[src/rtl/mfcc_frame_scheduler_pkg.sv]
// Shared definitions for the MFCC frame scheduler: FSM state encoding and status decode helpers.
package mfcc_frame_scheduler_pkg;

    typedef enum logic [1:0] {
        ST_IDLE  = 2'd0,
        ST_PRIME = 2'd1,
        ST_HOP   = 2'd2,
        ST_FLUSH = 2'd3
    } state_e;

    function automatic logic accepts_samples(input state_e s);
        return (s == ST_PRIME) || (s == ST_HOP);
    endfunction

endpackage

[src/rtl/mfcc_frame_scheduler_timeout_wd.sv]
// Stall watchdog: counts cycles while a frame is outstanding, restarts on launch, flags expiry.
module mfcc_frame_scheduler_timeout_wd #(
    parameter int TIMEOUT_CYCLES = 4096
) (
    input  logic clk,
    input  logic rst,
    input  logic clear_i,
    input  logic run_i,
    output logic expire_o
);

    localparam int W = $clog2(TIMEOUT_CYCLES + 1);

    logic [W-1:0] cnt_q, cnt_d;

    // Expiry deliberately ignores clear_i: launch depends on expiry, so gating here would close a loop.
    assign expire_o = run_i && (cnt_q == W'(TIMEOUT_CYCLES - 1));

    // NOTE: give every always_comb output a default first so no path leaves it unassigned (no latch).
    always_comb begin
        cnt_d = cnt_q + W'(1);
        if (clear_i || !run_i || expire_o) begin
            cnt_d = '0;
        end
    end

    // NOTE: sequential state uses non-blocking assignments so all flops update together at the edge.
    always_ff @(posedge clk) begin
        if (rst) begin
            cnt_q <= '0;
        end else begin
            cnt_q <= cnt_d;
        end
    end

endmodule

[src/rtl/mfcc_frame_scheduler.sv]
// MFCC pipeline sequencer: gates audio into framing, launches overlapping frames, tracks completion,
// counts drops on overrun and aborts stalled frames via the watchdog.
module mfcc_frame_scheduler
    import mfcc_frame_scheduler_pkg::*;
#(
    parameter int FRAME_SIZE     = 256,
    parameter int HOP_SIZE       = 128,
    parameter int NUM_MFCCS      = 13,
    parameter int TIMEOUT_CYCLES = 4096,
    parameter int CNT_W          = 16
) (
    input  logic             clk,
    input  logic             rst,
    input  logic             enable,
    input  logic             continuous,
    input  logic             clear_err,
    input  logic             audio_valid,
    output logic             audio_ready,
    output logic             pipe_sample_valid,
    output logic             pipe_frame_start,
    input  logic             mfcc_valid,
    output logic             frame_done,
    output logic             busy,
    output logic             overrun,
    output logic             timeout_err,
    output logic [CNT_W-1:0] frame_count,
    output logic [CNT_W-1:0] drop_count
);

    localparam int SCNT_W = $clog2(FRAME_SIZE + 1);
    localparam int CCNT_W = $clog2(NUM_MFCCS + 1);

    state_e             state_q;
    logic [SCNT_W-1:0]  sample_cnt_q;
    logic [CCNT_W-1:0]  coef_cnt_q;
    logic               outstanding_q;
    logic               frame_start_q;
    logic               frame_done_q;
    logic               overrun_q;
    logic               timeout_q;
    logic [CNT_W-1:0]   frame_count_q;
    logic [CNT_W-1:0]   drop_count_q;

    logic accept;
    logic coef_last;
    logic wd_expire;
    logic timeout_hit;
    logic frame_clearing;
    logic prime_last;
    logic hop_last;
    logic launch;
    logic drop;

    assign audio_ready       = accepts_samples(state_q);
    assign pipe_sample_valid = audio_valid && audio_ready;
    assign accept            = pipe_sample_valid;

    // A frame that completes on the same cycle the watchdog fires counts as done, not timed out.
    assign coef_last      = outstanding_q && mfcc_valid && (coef_cnt_q == CCNT_W'(NUM_MFCCS - 1));
    assign timeout_hit    = wd_expire && !coef_last;
    assign frame_clearing = coef_last || timeout_hit;

    // Dropping enable takes priority over a sample arriving that cycle.
    assign prime_last = (state_q == ST_PRIME) && enable && accept
                        && (sample_cnt_q == SCNT_W'(FRAME_SIZE - 1));
    assign hop_last   = (state_q == ST_HOP) && enable && accept
                        && (sample_cnt_q == SCNT_W'(HOP_SIZE - 1));

    assign launch = prime_last || (hop_last && (!outstanding_q || frame_clearing));
    assign drop   = hop_last && outstanding_q && !frame_clearing;

    mfcc_frame_scheduler_timeout_wd #(
        .TIMEOUT_CYCLES(TIMEOUT_CYCLES)
    ) u_wd (
        .clk      (clk),
        .rst      (rst),
        .clear_i  (launch),
        .run_i    (outstanding_q),
        .expire_o (wd_expire)
    );

    always_ff @(posedge clk) begin
        if (rst) begin
            state_q       <= ST_IDLE;
            sample_cnt_q  <= '0;
            coef_cnt_q    <= '0;
            outstanding_q <= 1'b0;
            frame_start_q <= 1'b0;
            frame_done_q  <= 1'b0;
            overrun_q     <= 1'b0;
            timeout_q     <= 1'b0;
            frame_count_q <= '0;
            drop_count_q  <= '0;
        end else begin
            frame_start_q <= launch;
            frame_done_q  <= coef_last;

            if (launch) begin
                outstanding_q <= 1'b1;
                coef_cnt_q    <= '0;
            end else if (frame_clearing) begin
                outstanding_q <= 1'b0;
                coef_cnt_q    <= '0;
            end else if (outstanding_q && mfcc_valid) begin
                coef_cnt_q <= coef_cnt_q + CCNT_W'(1);
            end

            if (coef_last) frame_count_q <= frame_count_q + CNT_W'(1);
            if (drop)      drop_count_q  <= drop_count_q + CNT_W'(1);

            // New errors outrank a simultaneous clear.
            if (drop)           overrun_q <= 1'b1;
            else if (clear_err) overrun_q <= 1'b0;

            if (timeout_hit)    timeout_q <= 1'b1;
            else if (clear_err) timeout_q <= 1'b0;

            unique case (state_q)
                ST_IDLE: begin
                    if (enable) begin
                        state_q      <= ST_PRIME;
                        sample_cnt_q <= '0;
                    end
                end
                ST_PRIME: begin
                    if (!enable) begin
                        state_q      <= ST_FLUSH;
                        sample_cnt_q <= '0;
                    end else if (prime_last) begin
                        state_q      <= continuous ? ST_HOP : ST_FLUSH;
                        sample_cnt_q <= '0;
                    end else if (accept) begin
                        sample_cnt_q <= sample_cnt_q + SCNT_W'(1);
                    end
                end
                ST_HOP: begin
                    if (!enable) begin
                        state_q      <= ST_FLUSH;
                        sample_cnt_q <= '0;
                    end else if (hop_last) begin
                        sample_cnt_q <= '0;
                    end else if (accept) begin
                        sample_cnt_q <= sample_cnt_q + SCNT_W'(1);
                    end
                end
                ST_FLUSH: begin
                    if (!outstanding_q) state_q <= ST_IDLE;
                end
                default: state_q <= ST_IDLE;
            endcase
        end
    end

    assign pipe_frame_start = frame_start_q;
    assign frame_done       = frame_done_q;
    assign busy             = (state_q != ST_IDLE);
    assign overrun          = overrun_q;
    assign timeout_err      = timeout_q;
    assign frame_count      = frame_count_q;
    assign drop_count       = drop_count_q;

endmodule

[config.mk]
export PLATFORM = sky130hd
export DESIGN_NAME = mfcc_frame_scheduler
export DESIGN_NICKNAME = d
export VERILOG_FILES = /design/src/rtl/mfcc_frame_scheduler_pkg.sv /design/src/rtl/mfcc_frame_scheduler_timeout_wd.sv /design/src/rtl/mfcc_frame_scheduler.sv
export SDC_FILE = /design/constraint.sdc
export NUM_CORES = 1
export LEC_CHECK = 0
export ABC_CLOCK_PERIOD_IN_PS = 4000
export CAP_MARGIN = 25
export CORE_UTILIZATION = 40
export CTS_BUF_LIST = sky130_fd_sc_hd__clkbuf_2
export CTS_CLUSTER_DIAMETER = 200
export DETAILED_ROUTE_END_ITERATION = 7
export SYNTH_ARGS = -nofsm -noshare
export SYNTH_HDL_FRONTEND = slang
export SYNTH_SLANG_ARGS = --single-unit
[constraint.sdc]
create_clock -name clk -period 4 [get_ports clk]
set_clock_uncertainty 0.15 [all_clocks]
set_input_delay 0.8 -clock clk [delete_from_list [all_inputs] [get_ports clk]]
set_output_delay 0.8 -clock clk [all_outputs]
set_load 0.01 [all_outputs]
# Yosys cells after proc, flatten, opt, wreduce, memory -nomap -nowiden
# Cells that the tools add are included.
[word_totals]
ff_bits = 65
in_bits = 7
word_cells = 79
[op_classes]
n_addsub = 5
eq_ne = 11
muxes = 19
n_reduce_logical = 33
[op_table]
columns = ["op", "n"]
rows = [
  ["$mux W9", 6],
  ["$add A16 B1 Y16 const B", 2],
  ["$pmux W9 S3", 1],
  ["$logic_and A1 B1 Y1", 14],
  ["$add A13 B1 Y13 const B", 1],
  ["$eq A13 B12 Y1 const B", 1],
  ["$mux W2", 5],
  ["$add A9 B1 Y9 const B", 1],
  ["$eq A9 B7 Y1 const B", 1],
  ["$eq A9 B8 Y1 const B", 1],
  ["$pmux W2 S4", 1],
  ["$reduce_bool A2 Y1", 4],
  ["$logic_or A1 B1 Y1", 6],
  ["$mux W1", 6],
  ["$ne A2 B2 Y1 const B", 3],
  ["$add A4 B1 Y4 const B", 1],
  ["$eq A2 B2 Y1 const B", 2],
  ["$eq A4 B4 Y1 const B", 1],
  ["$reduce_and A4 Y1", 1],
  ["$logic_not A1 Y1", 3],
  ["$ne A3 B3 Y1 const B", 1],
  ["$reduce_bool A3 Y1", 1],
  ["$reduce_or A3 Y1", 1],
  ["$eq A2 B1 Y1 const B", 1],
  ["3 further kinds", 3],
]

# Logic depth before layout (Yosys ltp)
# Gate-level depths: netlist of the first run.
[depth]
ltp_word = 11
ltp_mapped = 10
ltp_nobuf = 9

# By module
# From an unflattened synthesis of the first run, not the netlist that was laid out.
[hier_totals]
cells_unflattened = 368
area_unflattened_um2 = 3149.3
[modules_own_cells]
columns = ["mod", "n_inst", "cells_per_inst", "area_per_inst_um2", "seq_area_each_um2"]
rows = [
  ["mfcc_frame_scheduler", 1, 304, 2581.2, 1041.0],
  ["mfcc_frame_scheduler_timeout_wd", 1, 64, 568.0, 260.2],
]

# Worst setup path before layout of the first run
# OpenSTA, ideal clock, no wires.
[synth_path]
path_kind = "reg-to-reg"
startpoint = "reg state_q[1]"
endpoint = "reg drop_count_q[13] (netlist: drop_count[13])"
arrival_ps = 2366
required_ps = 3779
slack_ps = 1413
stages_incl_launch_ff = 9
path_buffers = 1
synth_period_minus_slack_ps = 2587
cell_sequence = "dfxtp_1 > inv_1 > ha_1 > and4_4 > nand4_4 > or4_4 > buf_6 > or3_1 > a21oi_1"
[synth_via]
elab_chain_len = 7
[synth_rtl]
columns = ["element", "line", "text"]
rows = [
  ["start, declared", "mfcc_frame_scheduler.sv:33", "state_e state_q;"],
  ["start signal, assigned", "mfcc_frame_scheduler.sv:130", "state_q <= continuous ? ST_HOP : ST_FLUSH;"],
  ["$eq A2 B1 Y1 / $eq A2 B2 Y1 (equally long branches)", "mfcc_frame_scheduler_pkg.sv:12", "return (s == ST_PRIME) || (s == ST_HOP);"],
  ["$logic_or A1 B1 Y1 (*)", "mfcc_frame_scheduler_pkg.sv:12", ""],
  ["net audio_ready", "mfcc_frame_scheduler.sv:18", "output logic audio_ready,"],
  ["$logic_and A1 B1 Y1 (*)", "mfcc_frame_scheduler.sv:55", "assign pipe_sample_valid = audio_valid && audio_ready;"],
  ["$logic_and A1 B1 Y1 (*)", "mfcc_frame_scheduler.sv:66", "assign hop_last = (state_q == ST_HOP) && enable && accept"],
  ["$logic_and A1 B1 Y1 (*)", "mfcc_frame_scheduler.sv:67", "&& (sample_cnt_q == SCNT_W'(HOP_SIZE - 1));"],
  ["$logic_and A1 B1 Y1 (*) (2 in a row)", "mfcc_frame_scheduler.sv:70", "assign drop = hop_last && outstanding_q && !frame_clearing;"],
  ["end signal, assigned", "mfcc_frame_scheduler.sv:109", "if (drop) drop_count_q <= drop_count_q + CNT_W'(1);"],
  ["end, declared", "mfcc_frame_scheduler.sv:42", "logic [CNT_W-1:0] drop_count_q;"],
]
# The timed path passes the listed nets; every way through them passes the cells marked *.
# A chain may end at the register's enable or synchronous reset.

# Worst setup path after layout of the first run
[layout_path]
startpoint = "reg state_q[1]"
endpoint = "out pipe_sample_valid"
[layout_via]
elab_chain_len = 3
[layout_rtl]
columns = ["element", "line", "text"]
rows = [
  ["$eq A2 B1 Y1 / $eq A2 B2 Y1 (equally long branches)", "mfcc_frame_scheduler_pkg.sv:12", ""],
  ["$logic_or A1 B1 Y1 (*)", "mfcc_frame_scheduler_pkg.sv:12", ""],
  ["$logic_and A1 B1 Y1 (*)", "mfcc_frame_scheduler.sv:55", ""],
  ["end, declared", "mfcc_frame_scheduler.sv:19", "output logic pipe_sample_valid,"],
]
# Every way passes the cells marked *; elsewhere a longest branch is shown, timed or not.

==> impl_metrics.ini, run 1 <==
[status]
outcome = completed

[floorplanning]
dieHeight_um = 90.4
die_area_um2 = 8180
ios = 46
dieWidth_um = 90.4
start_util_pct = 42.2
core_area_um2 = 7410
row_count = 31

[min_path]
hold_path_class = register to register

[final_layout]
area_growth_syn_to_layout_pct = 21.2
fin_util_pct = 51.2
finalNetCount = 437
drive_gt1_share_pct = 6.38
n_antenna_cell = 0

[clock_network]
holdBufCountCts = 0
htreeDepth = 3
cts-resized-gates = 0
cts_tree = done
insertion_delay_ns = 0.48
clk_pin_slew_ns = 0.19
clock_tree.root_cell = clkbuf_2
clkSinkCount = 65
cts_buffers = 9
clk_path_buf_depth = 2
postCtsSetupBuffers = 0

[detailed_routing]
vias = 2738
drt_iter0_drc = 133
firstDrtPassIters = 4
drt-total-wl_um = 6800
drc = 0
avgRoutedWirePerCell_um = 13.0
drt-vias-per-instance = 5.25
ant_nets = 0

[sta]
slew_violations = 0
max-slew-margin-rel_pct = 34.7
tightest_slew_ns = 0.967
hold_violations = 0
fmax_ghz = 0.312
setup_tns_ns = 0
fin_crit_ns = 3.20
fin_ws_ns = 0.796
rsz0062_at_grt = no
setup_viol = 0
period_share_pct = 80.1

[global_route]
grt-busiest-layer = met2
grt_pass1_vias = 2508
grt_max_degree = 30
antenna_found_initial = 0
grt_pass1_wl_um = 11700
grtUsageMet1_pct = 24.2
gr-total-overflow = 0
met3_usage_pct = 6.14
use_met2_pct = 26.5
grt_use_total_pct = 17.9

[yosys]
postSynthAreaPerCell_um2 = 8.48
synth-main-ff-cell = dfxtp_1
yosys-top-cells-area = dfxtp_1, xnor2_1, nor2_1, ha_1, nand3_1
syn-num-nets = 388
yosysSeqAreaShare_pct = 41.6
synth_top_cell_by_area = dfxtp_1
netlist_area_um2 = 3130
synth_edf_count = 0
ys_warn_count = 0
yosysUniqueCellTypes = 45
yosysTopAreaCellShare_pct = 41.6
synthCells = 369
yosys_register_bits = 65
ys_async_sr_fraction_pct = 0

[placement]
place.gp.congestion = 0.848
place_ws_ns = 0.769
portBuffers = 45
dpl.hpwl_um = 4840

[setup_path]
worst_setup_path_start_kind = register
cp_data_required_time_ns = 3.05
path_class = register to output port
crit_path_end_kind = output port
arrival_ns = 2.25
worstPathMaxFanout = 7

[pwr]
peakVddDrop_v = 0.000249
p_leak_nw = 1.22
power.density_nw_per_um2 = 352

[job]
cap_violations = 0
==> state kept, by name, summed over array words and instances (netlist names) <==
signal and count:
coef_cnt_q 4, drop_count 16, frame_count 16, frame_done 1, outstanding_q 1, overrun 1, pipe_frame_start 1, sample_cnt_q 9
state_q 2, timeout_err 1, u_wd.cnt_q 13
==> logic make-up (layout without fill, tap and decap cells) <==
| kind of cell | after synthesis | count (layout) | synth area share [%] |
|---|---|---|---|
| AOI/OAI and AO/OA | 53 | 53 | 10.0 |
| xor gates and xnor gates | 37 | 37 | 10.4 |
| adders and majority gates | 12 | 12 | 4.80 |
| buffers and inverters | 29 | 83 | 3.80 |
| DFF | 65 | 65 | 41.6 |
| muxes | 4 | 4 | 1.28 |
| and+or+nand+nor | 169 | 169 | 28.2 |
==> cells in the final DEF (no fill, tap or decap), drive strengths merged, types with 2 or more instances in the layout <==
master and count:
a211oi 2, a21oi 21, a31oi 5, and3 4, and4 4, buf 4
clkbuf 11, clkdlybuf4s50 45, clkinv 3, dfxtp 65, ha 12, inv 18
mux2i 4, nand2 25, nand2b 3, nand3 26, nand4 11, nor2 53
nor2b 3, nor3 8, nor3b 2, nor4 12, o211ai 3, o21ai 13
o31ai 2, or2 2, or3 7, or4 6, xnor2 24, xor2 13
==> power breakdown <==
| part | internal (W) | switching (W) | leakage (nW) |
|---|---|---|---|
| Combinational | 0.000119 | 0.000157 | 0.625 |
| Clock | 0.000149 | 0.000237 | 0.0719 |
| Sequential | 0.000661 | 0.0000121 | 0.524 |
==> per-stage QoR <==
step | std cells | hold slack [ns] | area, um2 | total power (W)
6_report | 522 | 0.333 | 3790 | 0.00133
5_1_grt | 522 | 0.366 | 3790 | 0.00141
4_1_cts | 522 | 0.338 | 3790 | 0.00135
3_5_place_dp | 506 | 0.302 | 3680 | 0.000961
3_3_place_gp | 506 | 0.291 | 3680 | 0.000956
2_1_floorplan | 369 | 0.276 | 3130 | 0.000866
==> worst paths after layout <==
| kind | start | to | slack [ns] | depth (start not counted) |
|---|---|---|---|---|
| max reg2reg | state_q[1] | drop_count[15] | 1.24 | 7 |
| min reg2reg | u_wd.cnt_q[0] | u_wd.cnt_q[0] | 0.33 | 1 |
| min | u_wd.cnt_q[0] | u_wd.cnt_q[0] | 0.33 | 1 |
| max | state_q[1] | pipe_sample_valid | 0.80 | 5 |
==> worst max-delay path, stage by stage (launching register included) <==
cell and delay (ns):
dfxtp_1 0.43, inv_1 0.10, ha_1 0.42, nand2_1 0.19, inv_1 0.12, clkdlybuf4s50_1 0.54
==> cell usage after synthesis, types with 5 or more instances <==
master     n
dfxtp_1   65
nor2_1    53
nand3_1   26
or3_1      7
nor3_1     8
a21oi_1   21
xor2_1    13
nor4_1    11
inv_1     18
clkbuf_1   7
nand2_1   25
a31oi_1    5
o21ai_0   12
xnor2_1   24
or4_1      5
nand4_1   10
ha_1      12
==> layer usage <==
metal  wire (um)  up-vias
met5           0        -
met1        3570     1266
met2        2820       57
li1            -     1408
met3         314        7
met4         101        0
==> cell type report <==
class,count,area [um2]
fillers,712,3620
multi-input cells,275,1710
flip-flops and latches,65,1300
repair buffers,49,480
well taps,99,124
inverters,18,67.6
clock inverters,5,56.3
clock buffers,11,55.1
Power figures use the tool's default switching activity.
==> run 2: changes to the inputs <==
--- a/config.mk
+++ b/config.mk
@@ -5,7 +5,7 @@
 export SDC_FILE = /design/constraint.sdc
 export NUM_CORES = 1
 export LEC_CHECK = 0
-export ABC_CLOCK_PERIOD_IN_PS = 4000
+export ABC_CLOCK_PERIOD_IN_PS = 3200
 export CAP_MARGIN = 25
 export CORE_UTILIZATION = 40
 export CTS_BUF_LIST = sky130_fd_sc_hd__clkbuf_2
==> constraint.sdc (replaced) <==
create_clock -name clk -period 3.2 [get_ports clk]
set_clock_uncertainty 0.15 [all_clocks]
set_input_delay 0.64 -clock clk [delete_from_list [all_inputs] [get_ports clk]]
set_output_delay 0.64 -clock clk [all_outputs]
set_load 0.01 [all_outputs]
==> run 2 against run 1 <==
Combinational power increased by 26%. First-iteration DRC count decreased by 41%. Total power is 37% higher. Die area unchanged. Flip-flop and latch count is the same. Clock power is 65% higher. Count of clock-buffer cells in the layout unchanged. Sequential power rose by 25%. Via count increased by 0.33%. Non-clock buffer count increased by 6. Utilization is 1.2 points higher.
==> impl_metrics.ini, run 2 (synthesis gave the netlist of run 1 again) <==
[sta]
max-slew-margin-rel_pct = 60.2
period_share_pct = 95.4
fmax_ghz = 0.327
fin_crit_ns = 3.05
tightest_slew_ns = 0.592
rsz0062_at_grt = no
setup_tns_ns = 0
hold_violations = 0
slew_violations = 0
setup_viol = 0

[setup_path]
setup.worst_path.end = pipe_sample_valid
cp_top_family = buffers and inverters
cp_data_required_time_ns = 2.41
worst_setup_path_start_kind = register
crit_path_end_kind = output port
r2r.worst_path.cells = 7
cp_num_buf_inv = 3
path_class = register to output port
cp_common_cell = inv_1
timing.rr.start = state_q[1]
r2r_end = drop_count[15]
critical_path.max_stage_delay_ns = 0.53
reg2reg_slack_ns = 0.49
worstPathMaxFanout = 7
arrival_ns = 2.26
crit_start = state_q[1]
slowest_stage = clkdlybuf4s50_1
crit_cells = 5
path_cells = inv_1 -> ha_1 -> nand2_1 -> inv_1 -> clkdlybuf4s50_1

[global_route]
grt_pass1_vias = 2567
grt_use_total_pct = 17.8
gr-total-overflow = 0
grt_max_degree = 31
antenna_found_initial = 0
grt_pass1_wl_um = 11900

[placement]
dpl.hpwl_um = 4890
dpl-instance-area_um2 = 3730
place.gp.congestion = 0.796
portBuffers = 45

[clock_network]
insertion_delay_ns = 0.46
cts_buffers = 9
holdBufCountCts = 0
htreeDepth = 3
clk_pin_slew_ns = 0.19
clock_tree.root_cell = clkbuf_2
postCtsSetupBuffers = 0
clkSinkCount = 65
cts_tree = done
cts-resized-gates = 0
clk_path_buf_depth = 2

[final_layout]
ff_latch_area_um2 = 1300
layout_common_cells = dfxtp_1, nor2_1, clkdlybuf4s50_1
design_area_um2 = 3880
area_growth_syn_to_layout_pct = 24.2
finalNetCount = 443
final_common_cell = dfxtp_1
drive_gt1_share_pct = 7.69
n_antenna_cell = 0
fillers = 707
multiInputGateArea_um2 = 1710

[job]
cap_violations = 0

[floorplanning]
row_count = 31
die_area_um2 = 8180
ios = 46
dieWidth_um = 90.4
dieHeight_um = 90.4
core_area_um2 = 7410
start_util_pct = 42.2

[detailed_routing]
drt-vias-per-instance = 5.20
ant_nets = 0
drc = 0
vias = 2747
avgRoutedWirePerCell_um = 12.9
drt-total-wl_um = 6790
firstDrtPassIters = 4
drt_iter0_drc = 78

[pwr]
p_leak_nw = 1.27
power.density_nw_per_um2 = 471
peakVddDrop_v = 0.000428

[min_path]
hold_path_class = register to register

[status]
outcome = completed
## run 2: changes by cell type in the layout (fill, tap and decap cells not counted), sizes merged
cell | before | now
buf | 4 | 10
clkinvlp | 1 | 0
clkinv | 3 | 2
bufinv | 1 | 3
## run 2: report_power, final
group / internal [W] / total [W] / switching, W
combinational: 0.000150 / 0.000349 / 0.000199
sequential: 0.000826 / 0.000842 / 0.0000162
clock: 0.000344 / 0.000637 / 0.000292
## run 2: per-layer routing
metal	global-route usage [%]	routed length, um	vias to the layer above	share of wire [%]
li1	-	-	1412	-
met5	0	0	-	0
met2	25.8	2870	55	42
met1	25.4	3590	1278	53
met3	3.70	306	2	4.5
met4	7.66	31	0	0.46
## run 2: area by class of cell
type / instances / area share, %
clock buffers: 11 / 1.42
clock inverters: 5 / 2.67
inverters: 18 / 1.74
multi-input cells: 275 / 44.0
flip-flops and latches: 65 / 33.5
well taps: 99 / 3.19
repair buffers: 55 / 13.5
## run 2: worst min-delay path by stage
stage | from | to | slack, ns | cells after the start
finish | u_wd.cnt_q[0] | u_wd.cnt_q[0] | 0.34 | 1
floorplan | u_wd.cnt_q[0] | u_wd.cnt_q[0] | 0.28 | 1
CTS | u_wd.cnt_q[0] | u_wd.cnt_q[0] | 0.34 | 1
global route | u_wd.cnt_q[0] | u_wd.cnt_q[0] | 0.36 | 1
detailed placement | u_wd.cnt_q[0] | u_wd.cnt_q[0] | 0.30 | 1
global placement | u_wd.cnt_q[0] | u_wd.cnt_q[0] | 0.29 | 1
## run 2: through the flow
| stage | util (%) | hold slack, ns | std cells | total power [W] | setup slack [ns] |
|---|---|---|---|---|---|
| after global routing | 52.4 | 0.361 | 528 | 0.00192 | 0.0114 |
| final | 52.4 | 0.337 | 528 | 0.00183 | 0.147 |
| after global placement | 50.3 | 0.292 | 512 | 0.00120 | 0.246 |
| after detailed placement | 50.3 | 0.302 | 512 | 0.00120 | 0.240 |
| after floorplan | - | 0.276 | 369 | 0.00108 | 0.613 |
| after CTS | 52.4 | 0.342 | 528 | 0.00184 | 0.121 |
==> run 3: changes to the inputs <==
--- a/config.mk
+++ b/config.mk
@@ -11,6 +11,7 @@
 export CTS_BUF_LIST = sky130_fd_sc_hd__clkbuf_2
 export CTS_CLUSTER_DIAMETER = 200
 export DETAILED_ROUTE_END_ITERATION = 7
+export SKIP_CTS_REPAIR_TIMING = 1
 export SYNTH_ARGS = -nofsm -noshare
 export SYNTH_HDL_FRONTEND = slang
 export SYNTH_SLANG_ARGS = --single-unit
==> results of run 3 <==
Final layout, timing and power as in run 2 (identical DEF).
